### src/rtl/multicycle_control_fsm.sv
// Main control FSM of the 16-bit multi-cycle core: fetch/decode/execute/mem/wb.
// Optional PERF_CNT_EN adds retired_cnt and cycle_cnt counters.
module multicycle_control_fsm #(
  parameter int OPC_W = 7,
  parameter int ST_W  = 4
) (
  input  logic             CLK,
  input  logic             RST_N,
  input  logic [OPC_W-1:0] opcode,
  input  logic             alu_zero,
  input  logic             mem_ready,
  output logic             pc_write,
  output logic             ir_write,
  output logic             iord,
  output logic             mem_write,
  output logic             reg_write,
  output logic             mem_to_reg,
  output logic             alu_src_a,
  output logic [1:0]       alu_src_b,
  output logic [1:0]       alu_op,
  output logic [1:0]       pc_source,
  output logic             illegal_op,
  output logic [ST_W-1:0]  state_dbg
`ifdef PERF_CNT_EN
  ,
  output logic [15:0]      retired_cnt,
  output logic [15:0]      cycle_cnt
`endif
);

  typedef enum logic [3:0] {
    INIT      = 4'd0,
    FETCH     = 4'd1,
    DECODE    = 4'd2,
    MEM_ADDR  = 4'd3,
    MEM_READ  = 4'd4,
    MEM_WB    = 4'd5,
    MEM_WRITE = 4'd6,
    R_EXEC    = 4'd7,
    R_WB      = 4'd8,
    I_EXEC    = 4'd9,
    I_WB      = 4'd10,
    BRANCH    = 4'd11,
    JUMP      = 4'd12
  } state_e;

  localparam logic [OPC_W-1:0] OP_R    = OPC_W'(0);
  localparam logic [OPC_W-1:0] OP_ADDI = OPC_W'(1);
  localparam logic [OPC_W-1:0] OP_LW   = OPC_W'(2);
  localparam logic [OPC_W-1:0] OP_SW   = OPC_W'(3);
  localparam logic [OPC_W-1:0] OP_BEQ  = OPC_W'(4);
  localparam logic [OPC_W-1:0] OP_BNE  = OPC_W'(5);
  localparam logic [OPC_W-1:0] OP_J    = OPC_W'(6);

  state_e state_q, state_d;
  logic   retire;

  always_comb begin
    state_d = state_q;
    unique case (state_q)
      INIT:      state_d = FETCH;
      FETCH:     if (mem_ready) state_d = DECODE;
      DECODE: begin
        case (opcode)
          OP_R:           state_d = R_EXEC;
          OP_ADDI:        state_d = I_EXEC;
          OP_LW, OP_SW:   state_d = MEM_ADDR;
          OP_BEQ, OP_BNE: state_d = BRANCH;
          OP_J:           state_d = JUMP;
          default:        state_d = FETCH;
        endcase
      end
      MEM_ADDR:  state_d = (opcode == OP_SW) ? MEM_WRITE : MEM_READ;
      MEM_READ:  if (mem_ready) state_d = MEM_WB;
      MEM_WRITE: if (mem_ready) state_d = FETCH;
      R_EXEC:    state_d = R_WB;
      I_EXEC:    state_d = I_WB;
      MEM_WB, R_WB, I_WB, BRANCH, JUMP: state_d = FETCH;
      default:   state_d = INIT;
    endcase
  end

  always_ff @(posedge CLK or negedge RST_N) begin
    if (!RST_N) state_q <= INIT;
    else        state_q <= state_d;
  end

  // Outputs decode from the state register so reset drops every strobe at once
  always_comb begin
    pc_write   = 1'b0;
    ir_write   = 1'b0;
    iord       = 1'b0;
    mem_write  = 1'b0;
    reg_write  = 1'b0;
    mem_to_reg = 1'b0;
    alu_src_a  = 1'b0;
    alu_src_b  = 2'd0;
    alu_op     = 2'd0;
    pc_source  = 2'd0;
    illegal_op = 1'b0;
    unique case (state_q)
      FETCH: begin
        alu_src_b = 2'd1;
        ir_write  = mem_ready;
        pc_write  = mem_ready;
      end
      DECODE: begin
        alu_src_b  = 2'd3;
        illegal_op = (opcode > OP_J);
      end
      MEM_ADDR, I_EXEC: begin
        alu_src_a = 1'b1;
        alu_src_b = 2'd2;
      end
      MEM_READ:  iord = 1'b1;
      MEM_WB: begin
        reg_write  = 1'b1;
        mem_to_reg = 1'b1;
      end
      MEM_WRITE: begin
        iord      = 1'b1;
        mem_write = 1'b1;
      end
      R_EXEC: begin
        alu_src_a = 1'b1;
        alu_op    = 2'd2;
      end
      R_WB, I_WB: reg_write = 1'b1;
      BRANCH: begin
        alu_src_a = 1'b1;
        alu_op    = 2'd1;
        pc_source = 2'd1;
        pc_write  = (opcode == OP_BNE) ? ~alu_zero : alu_zero;
      end
      JUMP: begin
        pc_source = 2'd2;
        pc_write  = 1'b1;
      end
      default: ;
    endcase
  end

  assign state_dbg = ST_W'(state_q);

  always_comb begin
    retire = 1'b0;
    unique case (state_q)
      MEM_WB, R_WB, I_WB, BRANCH, JUMP: retire = 1'b1;
      MEM_WRITE: retire = mem_ready;
      default:   retire = 1'b0;
    endcase
  end

`ifdef PERF_CNT_EN
  logic [15:0] retired_q, cycle_q;

  always_ff @(posedge CLK or negedge RST_N) begin
    if (!RST_N) begin
      retired_q <= 16'd0;
      cycle_q   <= 16'd0;
    end else begin
      cycle_q <= cycle_q + 16'd1;
      if (retire) retired_q <= retired_q + 16'd1;
    end
  end

  assign retired_cnt = retired_q;
  assign cycle_cnt   = cycle_q;
`else
  logic unused_retire;
  assign unused_retire = retire;
`endif

endmodule

### config.mk
export PLATFORM = sky130hd
export DESIGN_NAME = multicycle_control_fsm
export DESIGN_NICKNAME = d
export VERILOG_FILES = /design/src/rtl/multicycle_control_fsm.sv
export SDC_FILE = /design/constraint.sdc
export NUM_CORES = 1
export LEC_CHECK = 0
export BUFFER_PORTS_ARGS = -buffer_cell sky130_fd_sc_hd__buf_2
export CAP_MARGIN = 20
export CELL_PAD_IN_SITES_DETAIL_PLACEMENT = 1
export CELL_PAD_IN_SITES_GLOBAL_PLACEMENT = 1
export CORE_MARGIN = 2
export CORE_UTILIZATION = 29
export CTS_BUF_LIST = sky130_fd_sc_hd__clkbuf_8 sky130_fd_sc_hd__clkbuf_16
export DETAILED_ROUTE_END_ITERATION = 10
export PLACE_DENSITY_LB_ADDON = 0.1
export SKIP_LAST_GASP = 1
export SLEW_MARGIN = 25
export SYNTH_ARGS = -nofsm -noshare
export SYNTH_HDL_FRONTEND = slang
export SYNTH_SLANG_ARGS = --single-unit
### constraint.sdc
create_clock -name CLK -period 3 [get_ports CLK]
set_input_delay 0.45 -clock CLK [delete_from_list [all_inputs] [get_ports CLK]]
set_output_delay 0.45 -clock CLK [all_outputs]
set_load 0.05 [all_outputs]
Word-level counts from Yosys, hierarchy flattened
Index checks and enable logic that the tools add are counted.
- input port bits: 11
- register bits after elaboration: 4
- equality and inequality tests: 21
- reduce and logical (&&, ||, !) cells: 10
- order comparisons: 1
- multiplexer cells: 18
- bitwise operators: 1
- operator list (kind ; number):
    case mux 4 bit (8 select lines) ; 1
    == test 7 x 3 -> 1 bit (second input constant) ; 3
    == test 4 bit (second input constant) ; 5
    case mux 4 bit (5 select lines) ; 1
    == test 4 x 3 -> 1 bit (second input constant) ; 4
    == test 7 x 2 -> 1 bit (second input constant) ; 2
    2-to-1 mux 4 bit ; 3
    == test 4 x 2 -> 1 bit (second input constant) ; 2
    2-to-1 mux 1 bit ; 8
    case mux 2 bit (2 select lines) ; 2
    OR reduction 2 bit ; 4
    == test 7 x 1 -> 1 bit (second input constant) ; 1
    greater-than comparator 7 x 3 -> 1 bit (second input constant) ; 1
    zero test 7 bit ; 1
    inequality test 2 bit (second input constant) ; 3
    case mux 2 bit (3 select lines) ; 1
    OR reduction 6 bit ; 1
    == test 4 x 1 -> 1 bit (second input constant) ; 1
    zero test 4 bit ; 1
    OR reduction 4 bit ; 1
    case mux 1 bit (3 select lines) ; 1
    AND reduction 3 bit ; 1
    OR reduction 3 bit ; 1
    2-to-1 mux 2 bit ; 1
    inverter 1 bit ; 1

Longest topological paths before layout
- depth in word-level cells: 4
- gate-level depth with buffers: 5
- mapped depth without buffers: 4

Worst setup path after synthesis
OpenSTA, ideal clock, no wires.
- path kind: register to output
- start: register state_q[3], in the netlist state_dbg[3]
- end: output port pc_write
- data required time: 2.550 ns
- setup slack: -0.050 ns
- arrival: 2.600 ns
- cell stages (with the launch flop): 5
- cells stage by stage: dfrtp_1 > buf_2 > nand2_1 > nor3_1 > a211o_1
- longest elaborated chain between the ends: 2
- elaborated cells on any way between the ends: 4
- classes of those cells: 3 x eq/ne; 1 x mux
- ends and longest elaborated chain (item ; line ; RTL):
    from (decl) ; 55 ; state_e state_q, state_d;
    from (signal assigned) ; 85 ; else state_q <= state_d;
    == test 4 bit / == test 4 x 1 -> 1 bit (equally long branches) ; 101 ; unique case (state_q)
    case mux 1 bit (3 select lines) (*) ; 101 ;
    to (decl) ; 12 ; output logic pc_write,
Mark *: on every way between the ends. The rest lies on a longest branch, timed or not.

Worst setup path in the final report
- start: register state_q[0], in the netlist state_dbg[0]
- end: output port pc_write
Same word-level chain as after synthesis.

==> results_dict.tcl <==
set metrics [dict create \
    status "completed" \
    row_count 14 \
    fin_total_pwr_uw 841.1 \
    dieWidth_microns 44.81 \
    worstPathMaxFanout 9 \
    grt_pass1_vias 550 \
    grt_overflow 0 \
    track_usage 0.1689 \
    leakage_nw 0.3382 \
    cts_repair_resize_count 0 \
    initial_core_util 0.3133 \
    nets 107 \
    cts.sinks 4 \
    cts_hold_buf 0 \
    max_freq_mhz 461.1 \
    worstPathRequired_ps 2550 \
    design_area_sq_um 664.4 \
    synthFlopType "dfrtp_1" \
    worstPathArrival_ps 1720 \
    drt_iter0_drc 9 \
    wl_microns 1486 \
    cp_num_buf_inv 2 \
    antenna_left 0 \
    place_area_sq_um 623.1 \
    syn-num-nets 79 \
    relSlewSlack 0.7029 \
    peakVddDrop_mv 0.7063 \
    grt_max_degree 16 \
    syn_area_per_cell_sq_um 7.102 \
    maxCapViolations 0 \
    vias_per_cell 5.355 \
    clk_root_buffer_cell "clkbuf_8" \
    cts_buffer_depth 2 \
    synth_warnings 0 \
    antenna_found_initial 0 \
    setup_violations 0 \
    cp_top_family "flip-flops" \
    io_pins 29 \
    diodes 0 \
    fill_cells 212 \
    hold_path_class "in2async" \
    fp.dieH_microns 44.81 \
    finalMaxSlewViolations 0 \
    ys_top_cells_by_area "dfrtp_1, nor2_1, nand2_1, a21oi_1, mux2_2" \
    synth_seq_cells 4 \
    crit_chain "inv_1 -> nor2_1 -> and3_1 -> a211o_1 -> buf_2" \
    io_buffers 28 \
    slowest_delay_ps 480 \
    gp_congestion 0.7682 \
    cts_inserted_buffers 3 \
    mostFrequentLayoutCells "buf_2, nor2_1, nand2_1, a21oi_1" \
    tightest_slew_ps 445.7 \
    power_density_nw_per_um2 1266 \
    utilization 0.4310 \
    path_clk_slew_ps 30 \
    post-synth-top-area-cell "dfrtp_1" \
    synth_async_sr_flop_share 1.000 \
    worstSetupPathType "reg2out" \
    cp_slowest_cell "dfrtp_1" \
    htree_levels 1 \
    num_vias 589 \
    fin_setup_tns_ps 0 \
    synth_edf_count 0 \
    drc 0 \
    core_sq_um 1541 \
    fin_skew_ps 2.536 \
    firstDrtPassIters 3 \
    yosysUniqueCellTypes 28 \
    grt_setup_unrepaired "false" \
    grt_pass1_wl_microns 2449 \
    die_area_sq_um 2008 \
    syn_area_sq_um 483.0 \
    period_share 0.7230 \
    synthesis.instances 68 \
    final_common_cell "buf_2" \
    finalHoldViolCount 0 \
    drive_gt1_frac 0.3830 \
    clk_latency_ps 220 \
    place_hpwl_microns 1123 \
    cts_tree "yes" \
    synth_top_area_frac 0.2073 \
    start_kind "register" \
    postCtsSetupBuffers 0 \
    min_period_ps 2169 \
    largest_reg_flops 4 \
    end_kind "output port" \
    areaGrowthSynthToFinish_pct 37.56 \
    wl_per_cell_microns 13.51 \
    ys_seq_area_frac 0.2073 \
]
[layout make-up]
class | count | area, sq um | area share
multi-input cells | 55 | 347.8 | 0.5235
repair buffers | 28 | 140.1 | 0.2109
flip-flops and latches | 4 | 100.1 | 0.1507
clock buffers | 3 | 41.29 | 0.06215
well taps | 16 | 20.02 | 0.03013
inverters | 4 | 15.01 | 0.02260
[cell families after synthesis]
logic type | after synthesis | share of synthesized area
simple gates | 32 | 0.3368
compound gates | 18 | 0.2694
buf+inv | 9 | 0.08290
flops | 4 | 0.2073
mux | 3 | 0.06736
xor+xnor | 2 | 0.03628
[where the power goes]
| part | total (mW) | switching [mW] | internal [mW] |
|---|---|---|---|
| Sequential | 0.145 | 0.0698 | 0.0751 |
| Clock | 0.114 | 0.0282 | 0.0855 |
| Combinational | 0.582 | 0.429 | 0.154 |
[metal layers]
layer | track usage | wire [microns]
met4 | 0.1235 | 27
met5 | 0 | 0
met2 | 0.2580 | 724
met1 | 0.2230 | 675
met3 | 0.01200 | 59
[metrics by stage]
stage               hold slack, ps  setup slack, ps  instances
finish                       26.33            831.1        110
global route                 23.80            711.7        110
CTS                          21.62            814.8        110
detailed placement           256.0            813.7        107
global placement             255.0            856.3        107
floorplan                    154.4            169.9         68
[synth_stat cells, types with 2 or more instances]
library cell  count
dfrtp_1           4
o22ai_1           3
clkbuf_1          2
nand2b_1          2
a21oi_1           5
nor2_1           12
mux2_2            2
xnor2_1           2
nand3_1           3
nand2_1           7
inv_1             4
buf_2             2
a211o_1           2
nor2b_1           2
nand4_1           2
and3_1            2
[path summary, 6_finish.rpt]
kind | startpoint | end | slack, ps | depth (start not counted)
worst max-delay path | state_dbg[0] | pc_write | 830 | 5
worst min-delay path | RST_N | state_dbg[3] | 30 | 1
worst max register to register | state_dbg[3] | state_dbg[1] | 1420 | 4
worst min register to register | state_dbg[2] | state_dbg[1] | 730 | 1
max in group asynchronous | RST_N | state_dbg[1] | 2860 | 1
min in group CLK | opcode[0] | state_dbg[2] | 600 | 4
Note: power is estimated with default switching activity, not from simulation.
